<file path="src/rtl/shift_arbiter.sv">
// Two-port arbiter in front of a shared combinational shifter: it latches one request, waits one
// cycle for the result, then holds the response until it is taken. SHIFT_ARB_RR_EN selects round-robin.
module shift_arbiter #(
  parameter int DW  = 32,
  parameter int OPW = 4
) (
  input  logic           clk,
  input  logic           rst,
  input  logic           req0_valid,
  input  logic           req1_valid,
  output logic           req0_ready,
  output logic           req1_ready,
  input  logic [OPW-1:0] req0_op,
  input  logic [OPW-1:0] req1_op,
  input  logic [DW-1:0]  req0_a,
  input  logic [DW-1:0]  req1_a,
  input  logic [DW-1:0]  req0_b,
  input  logic [DW-1:0]  req1_b,
  output logic [OPW-1:0] sh_op,
  output logic [DW-1:0]  sh_a,
  output logic [DW-1:0]  sh_b,
  input  logic [DW-1:0]  sh_c,
  output logic           rsp_valid,
  input  logic           rsp_ready,
  output logic           rsp_id,
  output logic [DW-1:0]  rsp_data
);

  typedef enum logic [1:0] {IDLE, EXEC, RESP} state_t;

  state_t         r_state;
  state_t         w_next;
  logic           w_grant0;
  logic           w_grant1;
  logic           w_accept;
  logic [OPW-1:0] r_sh_op;
  logic [DW-1:0]  r_sh_a;
  logic [DW-1:0]  r_sh_b;
  logic           r_rsp_id;
  logic [DW-1:0]  r_rsp_data;

`ifdef SHIFT_ARB_RR_EN
  // r_last = 1 means port 1 was granted most recently, so port 0 wins the next tie.
  logic r_last;

  assign w_grant0 = req0_valid && (!req1_valid || r_last);
  assign w_grant1 = req1_valid && (!req0_valid || !r_last);

  always_ff @(posedge clk or posedge rst) begin
    if (rst) begin
      r_last <= 1'b1;
    end else if (w_accept) begin
      r_last <= req1_ready;
    end
  end
`else
  assign w_grant0 = req0_valid;
  assign w_grant1 = req1_valid && !req0_valid;
`endif

  assign req0_ready = (r_state == IDLE) && !rst && w_grant0;
  assign req1_ready = (r_state == IDLE) && !rst && w_grant1;
  assign w_accept   = (req0_valid && req0_ready) || (req1_valid && req1_ready);

  always_ff @(posedge clk or posedge rst) begin
    if (rst) begin
      r_state <= IDLE;
    end else begin
      r_state <= w_next;
    end
  end

  always_comb begin
    w_next = r_state;
    case (r_state)
      IDLE:    if (w_accept) w_next = EXEC;
      EXEC:    w_next = RESP;
      RESP:    if (rsp_ready) w_next = IDLE;
      default: w_next = IDLE;
    endcase
  end

  // Operand latches feed the shifter; they change only on an accept.
  always_ff @(posedge clk or posedge rst) begin
    if (rst) begin
      r_sh_op    <= '0;
      r_sh_a     <= '0;
      r_sh_b     <= '0;
      r_rsp_id   <= 1'b0;
      r_rsp_data <= '0;
    end else begin
      if (w_accept) begin
        r_sh_op  <= req1_ready ? req1_op : req0_op;
        r_sh_a   <= req1_ready ? req1_a  : req0_a;
        r_sh_b   <= req1_ready ? req1_b  : req0_b;
        r_rsp_id <= req1_ready;
      end
      if (r_state == EXEC) begin
        r_rsp_data <= sh_c;
      end
    end
  end

  assign sh_op     = r_sh_op;
  assign sh_a      = r_sh_a;
  assign sh_b      = r_sh_b;
  assign rsp_valid = (r_state == RESP);
  assign rsp_id    = r_rsp_id;
  assign rsp_data  = r_rsp_data;

endmodule

</file>
<file path="config.mk">
export PLATFORM = sky130hd
export DESIGN_NAME = shift_arbiter
export DESIGN_NICKNAME = d
export VERILOG_FILES = /design/src/rtl/shift_arbiter.sv
export SDC_FILE = /design/constraint.sdc
export NUM_CORES = 1
export LEC_CHECK = 0
export ABC_AREA = 1
export CELL_PAD_IN_SITES_DETAIL_PLACEMENT = 0
export CELL_PAD_IN_SITES_GLOBAL_PLACEMENT = 2
export CORE_ASPECT_RATIO = 0.9
export CORE_MARGIN = 1.5
export CORE_UTILIZATION = 23
export DETAILED_ROUTE_END_ITERATION = 10
export GPL_TIMING_DRIVEN = 0
export PLACE_DENSITY = 0.83
export SYNTH_ARGS = -nofsm -noshare
export SYNTH_HDL_FRONTEND = slang
export SYNTH_SLANG_ARGS = --single-unit
</file>
<file path="constraint.sdc">
create_clock -name clk -period 12.2 [get_ports clk]
set_clock_uncertainty 0.05 [all_clocks]
set_input_delay 1.22 -clock clk [delete_from_list [all_inputs] [get_ports clk]]
set_output_delay 1.22 -clock clk [all_outputs]
set_load 0.05 [all_outputs]
</file>
==> results of run 1 <==
-- sequential cells by signal (all words and copies together) (netlist names) --
signal	count
sh_b	32
sh_op	4
r_state	2
rsp_data	32
sh_a	32
rsp_id	1
-- layout make-up --
type                       count  area (um^2)
clock buffer                  10          229
tap                          297          372
inverter                     143          537
multi-input combinational    384         2040
sequential                   103         2580
clock inverter                 6         67.6
timing repair buffer         277         2790
buffer                        53          238
fill                        2370        13900
-- power groups by stage --
stage / Clock (mW) / Sequential [mW] / Combinational, mW
floorplan: 0 / 1.10 / 0.235
global placement: 0 / 0.574 / 1.22
detailed placement: 0 / 0.579 / 1.23
CTS: 0.313 / 0.573 / 1.23
global route: 0.327 / 0.592 / 1.28
finish: 0.302 / 0.571 / 1.22
-- critical path, delay by kind of cell --
| kind | cells | cell delay (ns) |
|---|---|---|
| and+or+nand+nor | 2 | 0.39 |
| buffers and inverters | 6 | 1.96 |
-- metal layers --
layer	vias up	track usage, %
met2	178	26.8
met5	-	0
li1	2754	-
met3	8	3.79
met1	2570	21.9
met4	0	3.14
-- path summary, 6_finish.rpt --
path,start,end,slack [ns],depth (start not counted)
min in group asynchronous,rst,sh_b[15]$_DFFE_PP0P_,1.55,3
hold reg to reg,rsp_id$_DFFE_PP0P_,rsp_id$_DFFE_PP0P_,0.43,2
hold / removal,rsp_id$_DFFE_PP0P_,rsp_id$_DFFE_PP0P_,0.43,2
setup / recovery,req1_valid,req1_ready,7.36,8
setup reg to reg,r_state[1]$_DFFE_PP0P_,sh_b[25]$_DFFE_PP0P_,10.27,5
max in group asynchronous,rst,sh_a[23]$_DFFE_PP0P_,9.76,4
-- cells by family (layout without fill, tap and decap cells) --
kind of cell           count (synthesis)  in the layout  synth area share (%)
flip-flops                           103            103                  47.8
AO/OA/AOI/OAI                          1              1                 0.163
multiplexers                          32             32                  6.69
AND/OR/NAND/NOR                      351            351                  31.0
buffers and inverters                196            489                  14.3
-- cell usage in the layout, fill, tap and decap left out --
cell             instances
buf_1                    2
clkbuf_16                9
nand3_1                138
inv_2                    2
buf_16                   1
nor2_2                   1
nand4_1                 68
nand2_1                142
nor2_4                   1
dfrtp_1                103
a21oi_2                  1
clkbuf_1                25
bufinv_16                1
buf_4                    1
inv_6                    2
clkdlybuf4s50_1        276
clkinvlp_4               2
clkbuf_4                 1
inv_1                  141
nor2_1                   1
buf_2                   25
clkinv_2                 1
mux2_2                  32
-- metrics by stage --
stage	power [mW]	hold WS, ns	setup WS [ns]	util [%]	cells
after floorplan	1.34	0.697	6.66	-	683
after global placement	1.80	0.407	3.73	37.5	1256
after detailed placement	1.80	0.413	7.31	37.7	1257
after CTS	2.12	0.432	7.30	39.0	1273
after global routing	2.20	0.468	7.16	39.0	1273
final	2.09	0.425	7.36	39.0	1273
==> flow_summary.yaml, run 1 <==
routing:
  drc: 0
  top_layer: "met4"
  wl_met3_um: 1310
  ant_nets: 0
  viasPerCell: 4.33
  post_drt_wl_per_cell_um: 15.8
  wl_met1_um: 9340
  dr.pass1.iters: 4
  wl_met2_um: 9340
  routed_wl_um: 20100
  drt_iter0_markers: 285
  vias: 5510
pwr:
  p_leak_nw: 4.37
  p_comb_share_pct: 58.2
  peakVddDrop_v: 0.0000860
  clockPowerShare_pct: 14.4
  switching_share_pct: 48.9
  p_per_area_nw_per_um2: 236
  internal_power_mw: 1.07
  pwr-share-seq_pct: 27.3
  power.switching_mw: 1.02
die:
  core_um2: 22700
  num_rows: 52
  die_y_um: 148
  dieArea_um2: 24400
  start_util_pct: 23.7
  die_w_um: 164
  io_pins: 277
synth:
  ys_ff_latch: 103
  yosysMostFrequentCell: "nand2_1"
  yosysWarnings: 0
  synth.distinct_cells: 15
  yosysSeqAreaShare_pct: 47.8
  syn_avg_cell_area_um2: 7.89
  syn-num-nets: 856
  synth_top_cell_by_area: "dfrtp_1"
  synth_edf_count: 0
  yosys-top-cells-area: "dfrtp_1 (48%), nand3_1 (13%), nand2_1 (9.9%)"
  synthArstFlopShare_pct: 100
  synth_common_cells: "nand2_1 (142), inv_1 (141), nand3_1 (138)"
  netlist_instances: 683
  synth_ff_type: "dfrtp_1"
  yosysTopAreaCellShare_pct: 47.8
  synth_area_um2: 5390
timing:
  slew_violations: 0
  setup_tns_ns: 0
  post-route-period-util_pct: 39.6
  max_slew_margin_pct: 46.8
  fmaxAchievable_ghz: 0.207
  finalHoldViolations: 0
  setup-violations-final: 0
  rsz0062_at_grt: "no"
  tightest_slew_ns: 0.798
  period_minus_slack_ns: 4.84
layout:
  layout.nets: 1144
  design_area_um2: 8850
  antenna_cells: 0
  drive_gt1_share_pct: 8.20
  syn2layout_area_growth_pct: 64.3
worst_setup_path:
  cpMaxStageDelayCell: "clkdlybuf4s50_1"
  cp-end-kind: "output pin"
  worstSetupStartpointType: "primary input"
  critPathKind: "primary input to output pin"
  cp.arrival_ns: 3.57
  cp.required_ns: 10.93
  critPathMaxStageDelay_ns: 0.80
  cpMostUsedCell: "clkdlybuf4s50_1"
  worst-path-max-fanout: 10
  crit_chain: "clkdlybuf4s50_1 -> inv_2 -> nor2_2 -> nand3_1 -> buf_2 -> clkbuf_1 -> inv_1 -> clkdlybuf4s50_1"
clock_tree:
  post_cts_buffers: 0
  holdBufCountCts: 0
  h-tree-depth: 3
  cts_tree: "yes"
  root_buffer: "clkbuf_16"
  clk_latency_ns: 0.35
  cts.sinks: 103
  clk_pin_slew_ns: 0.07
  cts_buffer_depth: 2
  cts_resized: 0
  numCtsBuffers: 9
grt:
  grt_start_max_net_pins: 59
  grt_pass1_vias: 5438
  antenna_found_initial: 0
  grt_pass1_wl_um: 30500
  grt_usage_pct: 16.3
  grt-ovfl-total: 0
place:
  post_dp_cell_area_um2: 8550
  dp_hpwl_um: 14900
  routabilityCongestion: 0.781
  port_buffers: 276
hold_path:
  hp-class: "flop to flop"
status:
  status: "completed"
flow_run:
  maxCapViolCount: 0
(Power assumes the default switching activity.)
==> run 2: changes to the inputs <==
--- a/config.mk
+++ b/config.mk
@@ -10,10 +10,10 @@
 export CELL_PAD_IN_SITES_GLOBAL_PLACEMENT = 2
 export CORE_ASPECT_RATIO = 0.9
 export CORE_MARGIN = 1.5
-export CORE_UTILIZATION = 23
+export CORE_UTILIZATION = 21
 export DETAILED_ROUTE_END_ITERATION = 10
 export GPL_TIMING_DRIVEN = 0
-export PLACE_DENSITY = 0.83
+export PLACE_DENSITY = 0.76
 export SYNTH_ARGS = -nofsm -noshare
 export SYNTH_HDL_FRONTEND = slang
 export SYNTH_SLANG_ARGS = --single-unit
==> constraint.sdc (replaced) <==
create_clock -name clk -period 4.9 [get_ports clk]
set_clock_uncertainty 0.05 [all_clocks]
set_input_delay 0.49 -clock clk [delete_from_list [all_inputs] [get_ports clk]]
set_output_delay 0.49 -clock clk [all_outputs]
set_load 0.05 [all_outputs]
==> run 2 against run 1 <==
  * Global-route usage shrank 0.45 points
  * Sequential share of layout area down 0.30 points
  * First-iteration DRC count down 6.0%
  * Wire length increased by 4.0%
  * Flip-flop and latch count is the same
  * Die area rose by 9.3%
==> flow_summary.yaml, run 2 (synthesis gave the netlist of run 1 again) <==
die:
  start_util_pct: 21.4
  die_w_um: 172
  num_rows: 55
  dieArea_um2: 26600
  die_y_um: 155
  core_um2: 25200
  io_pins: 277
routing:
  drc: 0
  drt_iter0_markers: 268
  vias: 5567
  dr.pass1.iters: 4
  routed_wl_um: 21000
  ant_nets: 0
  post_drt_wl_per_cell_um: 15.9
  viasPerCell: 4.22
clock_tree:
  cts.sinks: 103
  holdBufCountCts: 0
  cts_resized: 0
  clk_latency_ns: 0.35
  clk_pin_slew_ns: 0.08
  cts_buffer_depth: 2
  post_cts_buffers: 0
  h-tree-depth: 3
  root_buffer: "clkbuf_16"
  numCtsBuffers: 9
  cts_tree: "yes"
place:
  dp_hpwl_um: 15400
  port_buffers: 276
  post_dp_cell_area_um2: 8630
  routabilityCongestion: 0.738
grt:
  grt_start_max_net_pins: 46
  grt-ovfl-total: 0
  antenna_found_initial: 1
  grt_pass1_wl_um: 32200
  grt_usage_pct: 15.9
  grt_use_met2_pct: 25.3
  grt_pass1_vias: 5587
  grt.met3_usage_pct: 4.27
  busiest_layer: "met2"
  use_met1_pct: 21.3
timing:
  rsz0062_at_grt: "no"
  slew_violations: 0
  finalHoldViolations: 0
  tightest_slew_ns: 0.572
  post-route-period-util_pct: 69.3
  period_minus_slack_ns: 3.40
  fmaxAchievable_ghz: 0.295
  max_slew_margin_pct: 61.8
  setup-violations-final: 0
pwr:
  internal_power_mw: 2.67
  total_power_mw: 5.24
  pwr-share-seq_pct: 27.2
  p_comb_share_pct: 57.7
  power.switching_mw: 2.57
  clockPowerShare_pct: 15.0
  switching_share_pct: 49.1
  peakVddDrop_v: 0.000253
  p_leak_nw: 4.39
  p_per_area_nw_per_um2: 586
worst_setup_path:
  crit_chain: "clkdlybuf4s50_1 -> inv_2 -> nor2_2 -> nand3_1 -> buf_2 -> clkbuf_1 -> inv_1 -> clkdlybuf4s50_1"
  critPathKind: "primary input to output pin"
  cpMostUsedCell: "clkdlybuf4s50_1"
  cp-end-kind: "output pin"
  cpMaxStageDelayCell: "clkdlybuf4s50_1"
  worst-path-max-fanout: 10
  reg2reg_slack_ns: 3.02
  cp.required_ns: 4.36
  critPathMaxStageDelay_ns: 0.80
  cp.arrival_ns: 2.86
  worstSetupStartpointType: "primary input"
  cp_top_family: "buffers and inverters"
  critPathBufInv: 6
layout:
  drive_gt1_share_pct: 8.39
  design_area_um2: 8940
  final_common_cell: "clkdlybuf4s50_1"
  antenna_cells: 0
  layout_common_cells: "clkdlybuf4s50_1 (276), nand2_1 (142), inv_1 (141), nand3_1 (138), dfrtp_1 (103)"
  layout.nets: 1145
  syn2layout_area_growth_pct: 66.0
hold_path:
  hp-class: "flop to flop"
status:
  status: "completed"
flow_run:
  maxCapViolCount: 0
-- run 2: cell count changes in the layout (fill, tap and decap cells not counted) --
cell and change:
inv_8 +3, clkinv_2 -1, clkinv_4 +1, buf_12 +1, inv_6 -2, clkbuf_1 -1
-- run 2: final cells by class --
| type | instances | area, um^2 |
|---|---|---|
| plain buffers | 53 | 238 |
| well taps | 342 | 428 |
| inverters | 143 | 537 |
| clock inverters | 7 | 87.6 |
| repair buffers | 278 | 2810 |
| clock buffers | 9 | 225 |
| flip-flops and latches | 103 | 2580 |
| multi-input cells | 384 | 2040 |
| fillers | 2699 | 16200 |
-- run 2: power groups by stage --
stage | logic (mW) | clock network, mW | registers, mW
2_1_floorplan | 0.585 | 0 | 2.74
3_3_place_gp | 3.06 | 0 | 1.43
3_5_place_dp | 3.06 | 0 | 1.44
4_1_cts | 3.07 | 0.830 | 1.43
5_1_grt | 3.19 | 0.860 | 1.48
6_report | 3.03 | 0.788 | 1.43
-- run 2: worst min-delay path, stage by stage, from the launching register on --
cell	delay [ns]
dfrtp_1	0.35
nand2_1	0.05
nand2_1	0.05
-- run 2: through the flow --
stage	utilization (%)	hold WS [ns]	instances	TNS (ns)	setup slack (ns)
4_1_cts	35.5	0.434	1319	0	1.42
5_1_grt	35.5	0.461	1319	0	1.32
6_report	35.5	0.427	1319	0	1.50
3_5_place_dp	34.3	0.413	1303	0	1.42
3_3_place_gp	34.1	0.406	1301	-313.72	-2.88
2_1_floorplan	-	0.587	683	0	0.0937
-- run 2: path summary, 6_finish.rpt --
kind,cells after the start,endpoint,startpoint
setup / recovery,8,req1_ready,req1_valid
hold / removal,2,rsp_id$_DFFE_PP0P_,rsp_id$_DFFE_PP0P_
setup reg to reg,6,sh_a[5]$_DFFE_PP0P_,r_state[1]$_DFFE_PP0P_
hold reg to reg,2,rsp_id$_DFFE_PP0P_,rsp_id$_DFFE_PP0P_
max in group asynchronous,4,rsp_data[17]$_DFFE_PP0N_,rst
min in group asynchronous,3,sh_b[25]$_DFFE_PP0P_,rst
-- run 2: per-layer routing --
metal	wire, um	vias to the layer above
li1	-	2757
met1	9810	2599
met2	9350	191
met3	1520	18
met4	264	2
met5	13	-
==> patch: new RTL, config.mk and constraints of run 1 <==
The parameter `DW` goes from 32 to 64.
--- a/src/rtl/shift_arbiter.sv
+++ b/src/rtl/shift_arbiter.sv
@@ -3,3 +3,3 @@
 module shift_arbiter #(
-  parameter int DW  = 32,
+  parameter int DW  = 64,
   parameter int OPW = 4
Interface: changed (8 resized); port bits go from 277 to 533. The function was not compared with the original's and may differ.
==> patch against run 1 <==
- sequential power is 96% higher
- worst setup slack worse by 520 ps
- routed wire length is 120% higher
- cell area is 94% higher
- power is 98% higher
- synthesized area is 92% higher
- via count is 100% higher
- count of clock-buffer cells in the layout is 7 higher
- register-to-register slack worse by 510 ps
- first-iteration DRC count is 120% higher
- sequential cell count is 96 higher
- largest cell class unchanged
==> patch: results (changes against run 1) <==
| Metric | Value |
|---|---|
| DR pass1 iterations | 5 (+1) |
| Worst VDD drop | 0.123 mV (+43%) |
| Sequential area share after synthesis | 48.0% (+0.19 points) |
| Non-clock buffering overhead | 34.1% (-0.12 points) |
| Number of fill cells | 4674 (+97%) |
| Dpl cell area | 16500 um^2 (+93%) |
| Pwr/cell area | 241 nW/um^2 (+2.1%) |
| CTS max path bufs | 2 (unchanged) |
| Antenna diodes | 3 (+3) |
| Reg2reg start | r_state[0]$_DFFE_PP0P_ |
| Placed cell count | 2447 (+95%) |
| Hold Slack | 424 ps (-1.26 ps) |
| CTS Sinks | 199 (+93%) |
| Footprint of the multi-input gates | 3920 um^2 (+92%) |
| Peak per-stage delay on the critical path | 900 ps (+100 ps) |
| Outcome | completed |
| Sequential cell area | 4980 um^2 (+93%) |
| Largest net degree at the start of global routing | 62 (+5.1%) |
| RR Endpoint | sh_a[4]$_DFFE_PP0P_ |
| DP HPWL | 35200 um (+140%) |
| Initial antenna violation count | 7 (+7) |
| NumNets Final | 2199 (+92%) |
| Inverters | 271 (+90%) |
| Post-CTS Resized | 0 (unchanged) |
| Clk root buf | clkbuf_16 |
| FF-to-FF path depth | 6 (+1) |
| Final wirelength | 44900 um (+120%) |
| Top cells by count, synth | inv_1, nand2_1, nand3_1, dfrtp_1, nand4_1 |
| Vias in the first global route | 11262 (+110%) |
| Avg Cell Area, Syn | 7.90 um^2 (+0.19%) |
| Worst setup margin | 6850 ps (-516 ps) |
| Placement Setup Slack | 6710 ps (-594 ps) |
| DRT iter0 DRCs | 618 (+120%) |
| Layout cells sized above 1 | 7.66% (-0.53 points) |
| Worst skew pair latency | 470 ps (+120 ps) |
| Relative slew margins | 38.5% (-8.3 points) |
| Routability cong. | 0.893 (+14%) |
| R2r setup slk | 9760 ps (-510 ps) |
| I/O Buffers | 532 (+93%) |
| WL/cell | 18.1 um (+14%) |
| Synth Net Count | 1645 (+92%) |
| Avg Vias per Cell | 4.46 (+3.0%) |
| P_leak | 0.00843 uW (+93%) |
| First-pass GRT wire length | 66400 um (+120%) |
| Die width | 227 um (+38%) |
| Number of synthesized flops with an enable pin | 0 (unchanged) |
| Number of non-clock buffers | 641 (+94%) |
| Multi-input gates | 736 (+92%) |
| Clock network area share | 3.81% (+0.46 points) |
| TritonCTS buffer count | 17 (+8) |
| Synth top area cells | dfrtp_1, nand3_1, inv_1 |
## patch: changes by cell type after synthesis, moves of 8 or more
cell	before	now
inv_1	141	270
nand2_1	142	270
nand3_1	138	266
dfrtp_1	103	199
nand4_1	68	132
mux2_2	32	64
clkbuf_1	25	56
buf_2	25	39
buf_1	2	10
## patch: logic make-up after synthesis
logic type / count (synthesis) / synth area share, %
buffers and inverters: 377 / 14.2
muxes: 64 / 6.95
AOI/OAI and AO/OA: 1 / 0.0845
DFF: 199 / 48.0
and+or+nand+nor: 671 / 30.8
## patch: per-layer routing
metal,vias up,track usage [%],routed length (um)
met5,-,0,43
met4,6,5.67,919
met3,47,6.91,3930
met2,366,32.5,21800
met1,5324,22.2,18200
li1,5317,-,-
## patch: where the power goes
part	switching (uW)	internal [uW]
sequential	165	951
clock	306	320
combinational	1590	808
total	2060	2080
## patch: worst max-delay path, delay by kind of cell
family	cells	cell delay, ps
buf+inv	6	2240
simple gates	2	630
